==> src/rtl/rx_word.sv <==
// rx_word: 8N1 UART receiver that pairs bytes into 16-bit words, low byte first.
// Optional macro RX_TIMEOUT_EN discards a stale low byte after TIMEOUT_BITS idle bit periods.
module rx_word #(
  parameter int unsigned CLKS_PER_BIT = 10416,
  parameter int unsigned TIMEOUT_BITS = 20
) (
  input  logic        clk100M,
  input  logic        reset,
  input  logic        uart_rx,
  output logic [15:0] data_out,
  output logic        data_valid,
  input  logic        data_ready,
  output logic        frame_err,
  output logic        overrun,
  output logic        timeout_err
);

  localparam int unsigned CW = $clog2(CLKS_PER_BIT) + 1;
  localparam logic [CW-1:0] HALF_M1 = CW'(CLKS_PER_BIT / 2 - 1);
  localparam logic [CW-1:0] FULL_M1 = CW'(CLKS_PER_BIT - 1);

  if (CLKS_PER_BIT < 4 || TIMEOUT_BITS < 1) begin : g_bad_params
    $error("rx_word: CLKS_PER_BIT must be >= 4 and TIMEOUT_BITS >= 1");
  end

  typedef enum logic [1:0] {S_IDLE, S_START, S_DATA, S_STOP} state_e;

  state_e        state_q, state_d;
  logic [CW-1:0] clk_cnt_q, clk_cnt_d;
  logic [2:0]    bit_cnt_q, bit_cnt_d;
  logic [7:0]    shift_q, shift_d;
  logic [7:0]    low_q, low_d;
  logic          phase_hi_q, phase_hi_d;
  logic          rx_meta_q, rx_meta_d;
  logic          rx_sync_q, rx_sync_d;
  logic [15:0]   data_out_q, data_out_d;
  logic          data_valid_q, data_valid_d;
  logic          frame_err_q, frame_err_d;
  logic          overrun_q, overrun_d;
  logic          byte_ok, word_done;

`ifdef RX_TIMEOUT_EN
  localparam int unsigned TW = $clog2(TIMEOUT_BITS + 1);
  logic [CW-1:0] tmo_clk_q, tmo_clk_d;
  logic [TW-1:0] tmo_bits_q, tmo_bits_d;
  logic          timeout_err_q, timeout_err_d;
`endif

  // State register and all datapath flops
  always_ff @(posedge clk100M) begin
    if (reset) begin
      state_q      <= S_IDLE;
      clk_cnt_q    <= '0;
      bit_cnt_q    <= '0;
      shift_q      <= '0;
      low_q        <= '0;
      phase_hi_q   <= 1'b0;
      rx_meta_q    <= 1'b1;
      rx_sync_q    <= 1'b1;
      data_out_q   <= '0;
      data_valid_q <= 1'b0;
      frame_err_q  <= 1'b0;
      overrun_q    <= 1'b0;
`ifdef RX_TIMEOUT_EN
      tmo_clk_q     <= '0;
      tmo_bits_q    <= '0;
      timeout_err_q <= 1'b0;
`endif
    end else begin
      state_q      <= state_d;
      clk_cnt_q    <= clk_cnt_d;
      bit_cnt_q    <= bit_cnt_d;
      shift_q      <= shift_d;
      low_q        <= low_d;
      phase_hi_q   <= phase_hi_d;
      rx_meta_q    <= rx_meta_d;
      rx_sync_q    <= rx_sync_d;
      data_out_q   <= data_out_d;
      data_valid_q <= data_valid_d;
      frame_err_q  <= frame_err_d;
      overrun_q    <= overrun_d;
`ifdef RX_TIMEOUT_EN
      tmo_clk_q     <= tmo_clk_d;
      tmo_bits_q    <= tmo_bits_d;
      timeout_err_q <= timeout_err_d;
`endif
    end
  end

  // Next-state, byte pairing and output handshake
  always_comb begin
    state_d      = state_q;
    clk_cnt_d    = clk_cnt_q;
    bit_cnt_d    = bit_cnt_q;
    shift_d      = shift_q;
    low_d        = low_q;
    phase_hi_d   = phase_hi_q;
    rx_meta_d    = uart_rx;
    rx_sync_d    = rx_meta_q;
    data_out_d   = data_out_q;
    data_valid_d = data_valid_q;
    frame_err_d  = 1'b0;
    overrun_d    = 1'b0;
    byte_ok      = 1'b0;
    word_done    = 1'b0;
`ifdef RX_TIMEOUT_EN
    tmo_clk_d     = tmo_clk_q;
    tmo_bits_d    = tmo_bits_q;
    timeout_err_d = 1'b0;
`endif

    unique case (state_q)
      S_IDLE: begin
        if (!rx_sync_q) begin
          state_d   = S_START;
          clk_cnt_d = '0;
        end
      end
      S_START: begin
        if (clk_cnt_q == HALF_M1) begin
          clk_cnt_d = '0;
          bit_cnt_d = '0;
          state_d   = rx_sync_q ? S_IDLE : S_DATA;
        end else begin
          clk_cnt_d = clk_cnt_q + CW'(1);
        end
      end
      S_DATA: begin
        if (clk_cnt_q == FULL_M1) begin
          clk_cnt_d = '0;
          shift_d   = {rx_sync_q, shift_q[7:1]};
          if (bit_cnt_q == 3'd7) state_d = S_STOP;
          else bit_cnt_d = bit_cnt_q + 3'd1;
        end else begin
          clk_cnt_d = clk_cnt_q + CW'(1);
        end
      end
      S_STOP: begin
        // Return to IDLE mid stop bit so a back-to-back start edge is never missed
        if (clk_cnt_q == FULL_M1) begin
          clk_cnt_d = '0;
          state_d   = S_IDLE;
          if (rx_sync_q) begin
            byte_ok = 1'b1;
          end else begin
            frame_err_d = 1'b1;
            phase_hi_d  = 1'b0;
          end
        end else begin
          clk_cnt_d = clk_cnt_q + CW'(1);
        end
      end
      default: state_d = S_IDLE;
    endcase

    if (byte_ok) begin
      if (!phase_hi_q) begin
        low_d      = shift_q;
        phase_hi_d = 1'b1;
      end else begin
        word_done  = 1'b1;
        phase_hi_d = 1'b0;
      end
    end

    if (data_valid_q && data_ready) data_valid_d = 1'b0;
    if (word_done) begin
      if (!data_valid_q || data_ready) begin
        data_out_d   = {shift_q, low_q};
        data_valid_d = 1'b1;
      end else begin
        overrun_d = 1'b1;
      end
    end

`ifdef RX_TIMEOUT_EN
    // Count idle bit periods only while a low byte waits for its partner
    if (state_q != S_IDLE || !phase_hi_q || !rx_sync_q) begin
      tmo_clk_d  = '0;
      tmo_bits_d = '0;
    end else if (tmo_clk_q == FULL_M1) begin
      tmo_clk_d = '0;
      if (tmo_bits_q == TW'(TIMEOUT_BITS - 1)) begin
        tmo_bits_d    = '0;
        phase_hi_d    = 1'b0;
        timeout_err_d = 1'b1;
      end else begin
        tmo_bits_d = tmo_bits_q + TW'(1);
      end
    end else begin
      tmo_clk_d = tmo_clk_q + CW'(1);
    end
`endif
  end

  assign data_out   = data_out_q;
  assign data_valid = data_valid_q;
  assign frame_err  = frame_err_q;
  assign overrun    = overrun_q;
`ifdef RX_TIMEOUT_EN
  assign timeout_err = timeout_err_q;
`else
  assign timeout_err = 1'b0;
`endif

endmodule
==> config.mk <==
export PLATFORM = sky130hd
export DESIGN_NAME = rx_word
export DESIGN_NICKNAME = d
export VERILOG_FILES = /design/src/rtl/rx_word.sv
export SDC_FILE = /design/constraint.sdc
export NUM_CORES = 1
export LEC_CHECK = 0
export BUFFER_PORTS_ARGS = -buffer_cell sky130_fd_sc_hd__buf_2
export CAP_MARGIN = 20
export CORE_UTILIZATION = 52
export DETAILED_ROUTE_END_ITERATION = 10
export PLACE_DENSITY = 0.73
export SETUP_SLACK_MARGIN = 0.3
export SLEW_MARGIN = 5
export SYNTH_ARGS = -nofsm -noshare
export SYNTH_HDL_FRONTEND = slang
export SYNTH_SLANG_ARGS = --single-unit
==> constraint.sdc <==
create_clock -name clk100M -period 2.25 [get_ports clk100M]
set_input_delay 0.45 -clock clk100M [delete_from_list [all_inputs] [get_ports clk100M]]
set_output_delay 0.45 -clock clk100M [all_outputs]
set_load 0.03 [all_outputs]
# Word level (Yosys, flattened, before mapping)
# Index checks and enable logic that the tools add are counted.
# word_totals
elab_cells	77
output_inout_bits	20
regBits	58
# op_classes
add_sub_neg	2
eq_ne	13
n_mux	30
reduce_logical	16
n_bitwise	4
# ops
op	n
15-bit 2-to-1 mux	3
15-bit case mux with 3 select lines	1
15-bit by 1-bit adder with 15-bit output, second input constant	1
15-bit by 13-bit == test with 1-bit output, second input constant	1
15-bit by 14-bit == test with 1-bit output, second input constant	1
1-bit 2-to-1 mux	15
2-bit 2-to-1 mux	6
2-bit != test, second input constant	6
3-bit 2-to-1 mux	3
2-bit case mux with 4 select lines	1
3-bit case mux with 2 select lines	1
2-bit AND reduction	3
2-bit nonzero test	3
5-bit AND reduction	1
2-bit == test, second input constant	2
1-bit inverter	4
4-bit AND reduction	1
2-bit OR reduction	2
3-bit by 1-bit adder with 3-bit output, second input constant	1
3-bit == test, second input constant	1
3-bit AND reduction	1
3-bit OR reduction	1
2-bit by 1-bit == test with 1-bit output, second input constant	1
2-bit logical NOT	1
4 further kinds	4

# Logic depth before layout (Yosys ltp)
# Gate-level depths: netlist (run 1).
# depth
ltp_word	6
ltp_mapped	8
depth_no_buf	6

# Least setup slack after synthesis (run 1)
# OpenSTA, ideal clock, no wires.
# synth_timing
path_kind	register to register
from	register clk_cnt_q[8]
to	register low_q[0]
stages_incl_launch_ff	8
path_buffers	2
slack_ns	0.139
required_ns	2.118
setup_time_ns	0.132
synth_period_minus_slack_ns	2.111
arrival_ns	1.979
path_cell_list	dfxtp_1 > or3_4 > or4_1 > buf_2 > or3_1 > buf_2 > nand2_1 > a21oi_1
# synth_via
elab_chain_cells	4
# synth_rtl
element	line_no	rtl
start: declaration	29	logic [CW-1:0] clk_cnt_q, clk_cnt_d;
start signal: assignment	71	clk_cnt_q <= clk_cnt_d;
15-bit by 14-bit == test with 1-bit output	140	if (clk_cnt_q == FULL_M1) begin
1-bit 2-to-1 mux	140	
1-bit 2-to-1 mux	112	unique case (state_q)
2-bit AND reduction (no line)	--	
end signal: assignment	74	low_q <= low_d;
end: declaration	32	logic [7:0] low_q, low_d;
# No other way between the ends.
# A chain may end at the register's enable or synchronous reset.

# Final worst setup path (run 1)
# layout_timing
from	register clk_cnt_q[8]
to	register low_q[7]
# The elaborated chain is that of the path after synthesis.

==> run metrics, run 1 <==
Synth top area share=46.15%; mux share of post-synthesis cell area=0.3978%; routed wire length=5954 um; beginning of the critical path=clk_cnt_q[8]$_SDFFE_PP0P_; GRT Overall Usage=25.76%; yosys synthesis warning count=0; average routed wire per standard cell=15.04 um; achievable clock frequency=around 500 MHz; insertion delay of the later-clocked pin in the worst-skew pair=340 ps; transition time at the pin with the least slew margin=523.4 ps; total number of nets in the final design=~350; number of sinks driven by the clock tree=58; largest driver fanout on the critical path=8; leading register cell type out of synthesis=dfxtp_1; share of synthesized flip-flops with an asynchronous set or reset=0%; final design area excluding fillers=between 3000 and 4000 um2; Die Wd=71.56 um; area of the die=approximately 5100 um2; part of the Yosys area used for sequential elements=46.15%; Fin Clk Skew=9.786 ps; distinct cell type count after synthesis=between 40 and 50; final setup violating endpoints=0; cts hold-fix bufs=0; unrepaired setup endpoints after global routing=yes; initial antenna violation count=0; number of buffers created by CTS=9; Buffers on Ports=22; fraction of layout cells with a size suffix above 1=25.87%; Filler cells=377; initial detailed-routing violation count=186; dominant combinational cell family by area after synthesis=simple AND/OR/NAND/NOR gates; post-route setup TNS=0 ps; fraction of the mapped netlist area in compound gates=roughly 14%; netlist area before placement=2516 um2; clock root cell=clkbuf_8; most common cell in the synthesized netlist=nand2_1; cell types with the largest area share after synthesis=dfxtp_1 (46%), nand2_1 (12%), a21oi_1 (7.6%); post-synthesis to final-layout area growth=21.38%; FF-to-FF End=low_q[7]$_SDFFE_PP0P_; filler-free cell count of the finished design=396; Register-to-Register Path Depth=5; setup slack of the most critical reg-to-reg path=230 ps; type of the most critical hold path=in -> reg; number of search-and-repair iterations in the first detailed-routing pass=4; classification of the worst setup path=reg -> reg; most area-hungry cell type in the Yosys netlist=dfxtp_1; startpoint types=register; leftover overflow at the end of global routing=0; core utilization of the finished layout=between 60% and 70%; Hold Startpoint=uart_rx; IO Count=24; number of levels in the clock H-tree=3; Initial Util=approximately 56%; wire length of the first global-routing pass=between 10000 and 15000 um; remaining routing DRC violations=0; number of maximum-capacitance violations=0; startpoint of the lowest-slack register-to-register path=clk_cnt_q[8]$_SDFFE_PP0P_; clock transition at the registers of the reported paths=70 ps; area after detailed placement=2714 um2; detailed placer's ending HPWL=3583 um; TritonCTS clock tree=built; Slew headroom=65.03%; pin count of the biggest net entering global routing=28; maximum count of clock buffers along a single path=2; pwr/cell area=637.7 nW/um2; adder-cell area share of the yosys netlist=1.492%; vias in the first global route=2102; largest vdd supply drop=0.5039 mV; Routability Congestion=0.8196; via density per instance=5.755; Post-Place Cells=373; worst setup path endpoint=low_q[7]$_SDFFE_PP0P_; total via count after detailed routing=2279; number of nets still failing antenna checks after routing=0; max-slew violation total from the final report=0; Mapped Avg Cell Area=8.143 um2; signal arrival time at the worst endpoint=2230 ps; total count of hold-check failures in the final report=0; Antenna diodes=0; synthesized-area fraction occupied by and/or/nand/nor cells=32.82%; number of register bits inferred by synthesis=58; xor-xnor portion of the synthesized cell area=0.3481%; portion of the clock cycle consumed by the worst path in the final layout=89.70%; placeable core area=4504 um2; Lkg Pwr=between 1 and 1.5 nW; Syn Inst Count=309; std cell rows=24; number of enable flip-flop cells after synthesis=0; Final Critical Period=~2000 ps; net count of the mapped netlist=~320; CP required=2470 ps; Worst Setup End Kind=register; Post-synth top cells=nand2_1 (79), dfxtp_1 (58), a21oi_1 (38), nand3_1 (13), clkbuf_1 (12); Die Span Y=71.56 um; status=complete, no violations
-- where the power goes --
group / switching [mW] / internal, mW
combinational: 0.0433 / 0.0218
sequential: 0.00605 / 1.03
clock: 0.423 / 0.423
-- layer usage --
metal / GRT usage [%] / part of all wire [%]
met3: 5.907 / 4.3
met5: 0 / 0
met4: 15.03 / 2.6
met2: 38.62 / 45
met1: 34.16 / 48
-- worst min path at each step --
stage	to	slack, ps	cells after the start
final	rx_meta_q$_SDFF_PP1_	300	2
after global routing	rx_meta_q$_SDFF_PP1_	300	2
after floorplan	rx_sync_q$_SDFF_PP1_	390	1
after global placement	rx_sync_q$_SDFF_PP1_	390	1
after detailed placement	rx_sync_q$_SDFF_PP1_	390	1
after CTS	rx_meta_q$_SDFF_PP1_	290	2
-- metrics by stage --
step	total power [mW]	setup WS [ps]	hold slack [ps]
2_1_floorplan	1.104	288.4	389.5
3_3_place_gp	1.118	179.6	392.8
4_1_cts	1.952	275.5	291.7
3_5_place_dp	1.118	142.7	393.2
5_1_grt	2.018	173.0	303.3
6_report	1.948	231.8	300.0
-- cells in the final DEF, fill, tap and decap left out, drive strengths merged, types with 3 or more instances in the layout --
cell / count
buf: 37
and3: 4
ha: 3
nand2: 79
nand4bb: 4
a2bb2oi: 3
nand2b: 4
inv: 6
a21oi: 38
or4: 6
a31oi: 10
o21ai: 5
or2: 4
nand4b: 4
clkbuf: 11
nand3: 13
nor2: 10
nor3: 6
dfxtp: 58
nand3b: 7
nor4: 3
clkinv: 3
or3: 6
nand4: 3
-- cell families after synthesis --
kind of cell,after synthesis
buffers and inverters,26
DFF,58
AOI/OAI and AO/OA,61
adders and majority gates,3
other,1
and+or+nand+nor,158
xor gates and xnor gates,1
muxes,1
-- registers in the layout (all words and copies together), names as in the netlist, named ones only --
name	flops
frame_err	1
low_q	8
data_out	16
state_q	1
clk_cnt_q	15
data_valid	1
phase_hi_q	1
overrun	1
rx_sync_q	1
shift_q	8
bit_cnt_q	3
rx_meta_q	1
-- what timing repair did --
action	in CTS	in global routing
gates cloned	1	1
endpoints found under the setup margin	40	53
pin swaps	4	6
setup buffers	4	1
resized for setup	9	16
-- cell type report --
type	count	area (um2)	share of cell area, %
multi-input cells	227	1380	45.19
flip-flops and latches	58	1172	38.39
repair buffers	37	242.7	7.948
clock buffers	11	141.4	4.629
well taps	52	65.06	2.130
clock inverters	5	30.03	0.9832
inverters	6	22.52	0.7374
-- critical path, cell delays in order, from the launching register on --
cell	delay, ps
dfxtp_2	320
or3_4	410
or4_4	570
or3_4	440
nand2_2	110
a21oi_2	50
(Power assumes the default switching activity.)
==> inputs of run 2 (changes only) <==
--- a/config.mk
+++ b/config.mk
@@ -5,13 +5,16 @@
 export SDC_FILE = /design/constraint.sdc
 export NUM_CORES = 1
 export LEC_CHECK = 0
+export ABC_AREA = 1
 export BUFFER_PORTS_ARGS = -buffer_cell sky130_fd_sc_hd__buf_2
 export CAP_MARGIN = 20
-export CORE_UTILIZATION = 52
+export CORE_MARGIN = 2
+export CORE_UTILIZATION = 53
 export DETAILED_ROUTE_END_ITERATION = 10
-export PLACE_DENSITY = 0.73
+export PLACE_DENSITY = 0.74
 export SETUP_SLACK_MARGIN = 0.3
 export SLEW_MARGIN = 5
 export SYNTH_ARGS = -nofsm -noshare
 export SYNTH_HDL_FRONTEND = slang
 export SYNTH_SLANG_ARGS = --single-unit
+export TNS_END_PERCENT = 5
==> run 2 against run 1 <==
Effect of this change: wire length decreased by 6.7%; total power rose by 21%; count of clock-buffer cells in the layout is 1 higher; final area up 3.2%; largest cell class unchanged; highest routed layer unchanged; critical endpoint is now data_out[14]$_SDFFE_PP0P_; clock skew fell by 3.0 ps; largest power group is now the clock network.
==> run metrics, run 2 <==
status=complete, no violations (unchanged); GRT Overall Usage=20.93% (was 25.76%); core utilization of the finished layout=62.08% (was 67.81%); Die Span Y=76.22 um (was 71.56 um); final setup violating endpoints=0 (unchanged); type of the most critical hold path=in -> reg (unchanged); IO Count=24 (unchanged); GR Util met3=5.332% (was 5.907%); share of synthesized flip-flops with an asynchronous set or reset=0% (unchanged); internal power contribution=1.791 mW (was 1.475 mW); startpoint types=register (unchanged); net count of the mapped netlist=412 (was 316); most used cells in the layout excluding fill and tap cells=nand2_1 (95), nor2_1 (68), dfxtp_1 (58), inv_1 (46), nand3_1 (25) (was nand2_1 (71), dfxtp_1 (51), a21oi_1 (35), buf_2 (22)); initial detailed-routing violation count=129 (was 186); Synth top area share=42.01% (was 46.15%); Routability Congestion=0.8831 (was 0.8196); global route hottest layer=met2 (unchanged); Post-synth top cells=nand2_1 (96), nor2_1 (68), dfxtp_1 (58), inv_1 (46), nand3_1 (25) (was nand2_1 (79), dfxtp_1 (58), a21oi_1 (38), nand3_1 (13), clkbuf_1 (12)); routed wire length=5555 um (was 5954 um); part of the Yosys area used for sequential elements=42.01% (was 46.15%); remaining routing DRC violations=0 (unchanged); number of nets still failing antenna checks after routing=0 (unchanged); number of register bits inferred by synthesis=58 (unchanged); max-slew violation total from the final report=0 (unchanged); average routed wire per standard cell=11.09 um (was 15.04 um); Syn Inst Count=405 (was 309); max reg flops=16 (unchanged); Final Critical Period=1795 ps (was 2018 ps); maximum count of clock buffers along a single path=2 (unchanged); vias in the first global route=2242 (was 2102); distinct cell type count after synthesis=31 (was 45); clock network fraction of total power=47.1% (was 43.5%); Fin Clk Skew=6.749 ps (was 9.786 ps); Initial Util=54.46% (was 55.86%); detailed placer's ending HPWL=3781 um (was 3583 um); fraction of layout cells with a size suffix above 1=14.85% (was 25.87%); leftover overflow at the end of global routing=0 (unchanged); classification of the worst setup path=reg -> reg (unchanged); number of sinks driven by the clock tree=58 (unchanged); TritonCTS clock tree=built (unchanged); achievable clock frequency=557.2 MHz (was 495.5 MHz); Worst Setup End Kind=register (unchanged); final design area excluding fillers=3151 um2 (was 3054 um2); number of buffers created by CTS=9 (unchanged); number of search-and-repair iterations in the first detailed-routing pass=4 (unchanged); Lkg Pwr=1.376 nW (was 1.047 nW); yosys synthesis warning count=0 (unchanged); unrepaired setup endpoints after global routing=yes (unchanged); number of levels in the clock H-tree=3 (unchanged); pin count of the biggest net entering global routing=29 (was 28); netlist area before placement=2764 um2 (was 2516 um2); combinational fraction of design power=7.9% (was 3.3%); portion of the clock cycle consumed by the worst path in the final layout=79.76% (was 89.70%); Antenna diodes=0 (unchanged); via density per instance=4.974 (was 5.755); area of the die=5809 um2 (was 5121 um2); clock root cell=clkbuf_8 (unchanged); post-route setup TNS=0 ps (unchanged); clock transition at the registers of the reported paths=70 ps (about the same); leading register cell type out of synthesis=dfxtp_1 (unchanged); post-synthesis to final-layout area growth=13.99% (was 21.38%); largest driver fanout on the critical path=16 (was 8); Buffers on Ports=22 (unchanged); Die Wd=76.22 um (was 71.56 um); CP required=2530 ps (was 2470 ps); largest vdd supply drop=0.6262 mV (was 0.5039 mV); total number of nets in the final design=433 (was 346); Switching Fraction=24.18% (was 24.26%); met2 track demand over resource=33.98% (was 38.62%); Mapped Avg Cell Area=6.824 um2 (was 8.143 um2); cell types with the largest area share after synthesis=dfxtp_1 (42%), nand2_1 (13%), nor2_1 (9.2%) (was dfxtp_1 (46%), nand2_1 (12%), a21oi_1 (7.6%)); total count of hold-check failures in the final report=0 (unchanged); most frequent standard cell in the layout excluding fill and tap cells=nand2_1 (unchanged); insertion delay of the later-clocked pin in the worst-skew pair=350 ps (was 340 ps); most area-hungry cell type in the Yosys netlist=dfxtp_1 (unchanged); area after detailed placement=2915 um2 (was 2714 um2); sequential cell fraction of total power=45.0% (was 53.2%); total via count after detailed routing=2492 (was 2279); signal arrival time at the worst endpoint=2080 ps (was 2230 ps); Filler cells=472 (was 377); total setup buffers inserted after CTS=0 (was 4); Min Hold Slack=281.3 ps (was 300.0 ps); most common cell in the synthesized netlist=nand2_1 (unchanged); number of enable flip-flop cells after synthesis=0 (unchanged); GRT met1 Usage=25.60% (was 34.16%); wire length of the first global-routing pass=9873 um (was 10090 um); placeable core area=5075 um2 (was 4504 um2); cts hold-fix bufs=0 (unchanged); pwr/cell area=749.9 nW/um2 (was 637.7 nW/um2); number of maximum-capacitance violations=0 (unchanged); initial antenna violation count=0 (unchanged); switching power summed over all nets=0.5714 mW (was 0.4724 mW); Total Power=2.363 mW (was 1.948 mW); std cell rows=26 (was 24)
-- run 2: cell count changes in the layout (fill, tap and decap cells not counted), moves of 10 or more --
cell     previous run  this run
a21oi_1            35        21
nor2_1              9        68
a31oi_1            10         0
nand4_1             3        17
nand3_1            12        25
inv_1               6        46
nand2_1            71        95
-- run 2: layout make-up --
cell class	instances	area [um2]	share of cell area [%]
multi-input combinational	274	1315	41.74
timing repair buffer	27	147.6	4.686
clock inverter	4	73.82	2.343
clock buffer	12	155.1	4.925
inverter	56	210.2	6.672
sequential	58	1161	36.85
tap	70	87.58	2.780
-- run 2: worst paths after layout --
path / start / end / slack [ps] / depth (start not counted)
max: clk_cnt_q[0]$_SDFFE_PP0P_ / data_out[14]$_SDFFE_PP0P_ / 460 / 9
min: uart_rx / rx_meta_q$_SDFF_PP1_ / 280 / 2
max reg2reg: clk_cnt_q[0]$_SDFFE_PP0P_ / data_out[14]$_SDFFE_PP0P_ / 460 / 9
min reg2reg: rx_meta_q$_SDFF_PP1_ / rx_sync_q$_SDFF_PP1_ / 410 / 1
-- run 2: timing repair --
item                                   CTS  global route
setup endpoints to repair                0            17
resized for setup                        0             4
endpoints found under the hold margin    0             0
-- run 2: logic make-up after synthesis --
kind of cell | Yosys count | synth area share, %
and+or+nand+nor | 225 | 36.44
other | 1 | 0.1357
AOI/OAI and AO/OA | 41 | 8.149
xor gates and xnor gates | 4 | 1.268
adders and majority gates | 3 | 1.358
DFF | 58 | 42.01
buffers and inverters | 73 | 10.64
-- run 2: per-layer routing --
| layer | up-vias | routed length, um |
|---|---|---|
| met1 | 1096 | 2616 |
| met2 | 54 | 2566 |
| met4 | 0 | 156 |
| li1 | 1329 | - |
| met3 | 13 | 216 |
| met5 | - | 0 |
-- run 2: power by group through the flow --
stage                     registers, mW  clock network, mW  logic (mW)
after detailed placement           1.09                  0       0.180
after global placement             1.09                  0       0.177
after CTS                          1.06               1.13       0.182
final                              1.06               1.11       0.187
after floorplan                    1.08                  0       0.143
after global routing               1.06               1.18       0.221
-- run 2: critical path, stage by stage, from the launching register on --
cell and delay (ps):
dfxtp_1 370, ha_1 230, nand3_2 130, nor2_2 170, inv_2 80, nor2_8 150, nand4_4 110, nor2_4 320
nor2_1 70, nor2_1 110
-- run 2: through the flow --
stage,setup WS [ps],std cells
after floorplan,672.0,405
after global placement,408.7,485
after detailed placement,345.9,485
after CTS,327.1,501
after global routing,247.1,501
final,455.4,501
==> inputs of run 3 (changes only) <==
==> constraint.sdc (replaced) <==
create_clock -name clk100M -period 1.64 [get_ports clk100M]
set_input_delay 0.328 -clock clk100M [delete_from_list [all_inputs] [get_ports clk100M]]
set_output_delay 0.328 -clock clk100M [all_outputs]
set_load 0.03 [all_outputs]
==> run 3 against run 2 <==
Effect of this change: global-route usage increased by 3.4 points; non-clock buffer count is 27 higher; register-to-register slack worse by 410 ps; critical path type unchanged.
==> run metrics, run 3 (synthesis results as in run 2) <==
portion of the clock cycle consumed by the worst path in the final layout=96.98% (was 79.76%); average routed wire per standard cell=12.79 um (was 11.09 um); Final Critical Period=1590 ps (was 1795 ps); initial detailed-routing violation count=149 (was 129); placeable core area=5075 um2 (unchanged); initial antenna violation count=0 (unchanged); post-synthesis to final-layout area growth=29.88% (was 13.99%); Initial Util=54.46% (unchanged); Routability Congestion=0.8838 (was 0.8831); startpoint of the lowest-slack register-to-register path=clk_cnt_q[9]$_SDFFE_PP0P_ (was clk_cnt_q[0]$_SDFFE_PP0P_); signal arrival time at the worst endpoint=1820 ps (was 2080 ps); filler-free cell count of the finished design=528 (was 501); setup slack of the most critical reg-to-reg path=50 ps (was 460 ps); critical-path cell list=nor2_4 -> nand3_1 -> nor2_1 -> nand3_2 -> nor2_4 -> buf_6 -> buf_16 -> nand3_2 -> nand2_1 -> a21oi_1 (was ha_1 -> nand3_2 -> nor2_2 -> inv_2 -> nor2_8 -> nand4_4 -> nor2_4 -> nor2_1 -> nor2_1); max-slew violation total from the final report=0 (unchanged); number of levels in the clock H-tree=3 (unchanged); unrepaired setup endpoints after global routing=yes (unchanged); vias in the first global route=2513 (was 2242); total via count after detailed routing=2737 (was 2492); area of the die=5809 um2 (unchanged); Lkg Pwr=1.554 nW (was 1.376 nW); Min Hold Slack=172.4 ps (was 281.3 ps); FF-to-FF End=low_q[3]$_SDFFE_PP0P_ (was data_out[14]$_SDFFE_PP0P_); slowest cell on the critical path=dfxtp_2 (was dfxtp_1); pin count of the biggest net entering global routing=26 (was 29); final setup violating endpoints=0 (unchanged); largest vdd supply drop=0.8874 mV (was 0.6262 mV); Fin Clk Skew=10.00 ps (was 6.749 ps); number of search-and-repair iterations in the first detailed-routing pass=7 (was 4); remaining routing DRC violations=0 (unchanged); number of maximum-capacitance violations=0 (unchanged); Hold Startpoint=uart_rx (unchanged); routed wire length=6755 um (was 5555 um); Register-to-Register Path Depth=10 (was 9); startpoint types=register (unchanged); number of buffers created by CTS=9 (unchanged); most frequent standard cell in the layout excluding fill and tap cells=nand2_1 (unchanged); combined buffer and inverter count along the critical path=2 (was 1); clock transition at the registers of the reported paths=70 ps (about the same); largest driver fanout on the critical path=6 (was 16); largest incremental delay on the critical path=360 ps (was 370 ps); clock root cell=clkbuf_8 (unchanged); Die Span Y=76.22 um (unchanged); pwr/cell area=935.5 nW/um2 (was 749.9 nW/um2); Post-Place Cells=499 (was 485); std cell rows=26 (unchanged); Antenna diodes=0 (unchanged); total number of nets in the final design=460 (was 433); Worst Setup End Kind=register (unchanged); leftover overflow at the end of global routing=0 (unchanged); via density per instance=5.184 (was 4.974); status=complete, no violations (unchanged); number of sinks driven by the clock tree=58 (unchanged); TritonCTS clock tree=built (unchanged); insertion delay of the later-clocked pin in the worst-skew pair=340 ps (was 350 ps); number of nets still failing antenna checks after routing=0 (unchanged); maximum count of clock buffers along a single path=2 (unchanged); number of cells on the worst hold path=2 (unchanged); worst min-delay path endpoint=rx_meta_q$_SDFF_PP1_ (unchanged); achievable clock frequency=628.7 MHz (was 557.2 MHz); Die Wd=76.22 um (unchanged); total count of hold-check failures in the final report=0 (unchanged); cts hold-fix bufs=0 (unchanged); fraction of layout cells with a size suffix above 1=27.51% (was 14.85%); IO Count=24 (unchanged); type of the most critical hold path=in -> reg (unchanged); most used cells in the layout excluding fill and tap cells=nand2_1 (91), nor2_1 (58), dfxtp_1 (48), inv_1 (44) (was nand2_1 (95), nor2_1 (68), dfxtp_1 (58), inv_1 (46), nand3_1 (25)); Buffers on Ports=22 (unchanged); max reg flops=16 (unchanged); Crit path max-delay family=simple AND/OR/NAND/NOR gates (unchanged); classification of the worst setup path=reg -> reg (unchanged); GRT Overall Usage=24.36% (was 20.93%); wire length of the first global-routing pass=11410 um (was 9873 um); detailed placer's ending HPWL=4221 um (was 3781 um); CP required=1870 ps (was 2530 ps)
-- run 3: cell count changes in the layout (fill, tap and decap cells not counted), sizes merged --
cell,change
clkbuf,+1
clkinv,-2
buf,+26
clkinvlp,+2
-- run 3: what timing repair did --
item / 4_1_cts / 5_1_grt
endpoints found under the setup margin: 54 / 56
gates resized for setup: 27 / 21
cloned: 2 / 1
setup buffers: 9 / 1
pin swaps: 9 / 11
-- run 3: cell type report --
type / count / area (um2)
well taps: 70 / 87.58
inverters: 56 / 214.0
repair buffers: 54 / 451.7
multi-input cells: 274 / 1425
fillers: 403 / 1485
flip-flops and latches: 58 / 1174
clock inverters: 4 / 72.57
clock buffers: 12 / 165.2
-- run 3: worst max path at each step --
stage	startpoint	end	slack (ps)	cells past startpoint
6_report	clk_cnt_q[9]$_SDFFE_PP0P_	low_q[3]$_SDFFE_PP0P_	50	10
5_1_grt	clk_cnt_q[0]$_SDFFE_PP0P_	data_out[1]$_SDFFE_PP0P_	-40	10
4_1_cts	clk_cnt_q[0]$_SDFFE_PP0P_	data_out[1]$_SDFFE_PP0P_	110	10
3_5_place_dp	clk_cnt_q[1]$_SDFFE_PP0P_	bit_cnt_q[0]$_SDFFE_PP0P_	20	12
3_3_place_gp	clk_cnt_q[1]$_SDFFE_PP0P_	bit_cnt_q[0]$_SDFFE_PP0P_	70	12
2_1_floorplan	clk_cnt_q[1]$_SDFFE_PP0P_	data_out[10]$_SDFFE_PP0P_	190	10
-- run 3: power breakdown --
part	leakage, nW	internal, mW	switching, mW
combinational	0.962	0.134	0.209
sequential	0.473	1.44	0.0231
clock	0.119	0.977	0.577
-- run 3: per-layer routing --
| layer | vias to the layer above | wire (um) | GRT usage, % |
|---|---|---|---|
| li1 | 1380 | - | - |
| met1 | 1256 | 3114 | 32.70 |
| met2 | 80 | 3080 | 36.99 |
| met3 | 21 | 378 | 5.095 |
| met4 | 0 | 182 | 12.73 |
| met5 | - | 0 | 0 |
-- run 3: metrics by stage --
stage / util (%) / setup WS, ps / setup TNS [ps] / total power [mW] / cell area, um2
after floorplan: - / 190.5 / 0 / 1.685 / 2800
after global placement: 60.58 / 74.04 / 0 / 1.779 / 3074
after detailed placement: 60.58 / 23.41 / 0 / 1.790 / 3074
after CTS: 68.91 / 107.5 / 0 / 3.347 / 3497
after global routing: 70.73 / -38.92 / -390.0 / 3.495 / 3590
final: 70.73 / 49.51 / 0 / 3.358 / 3590
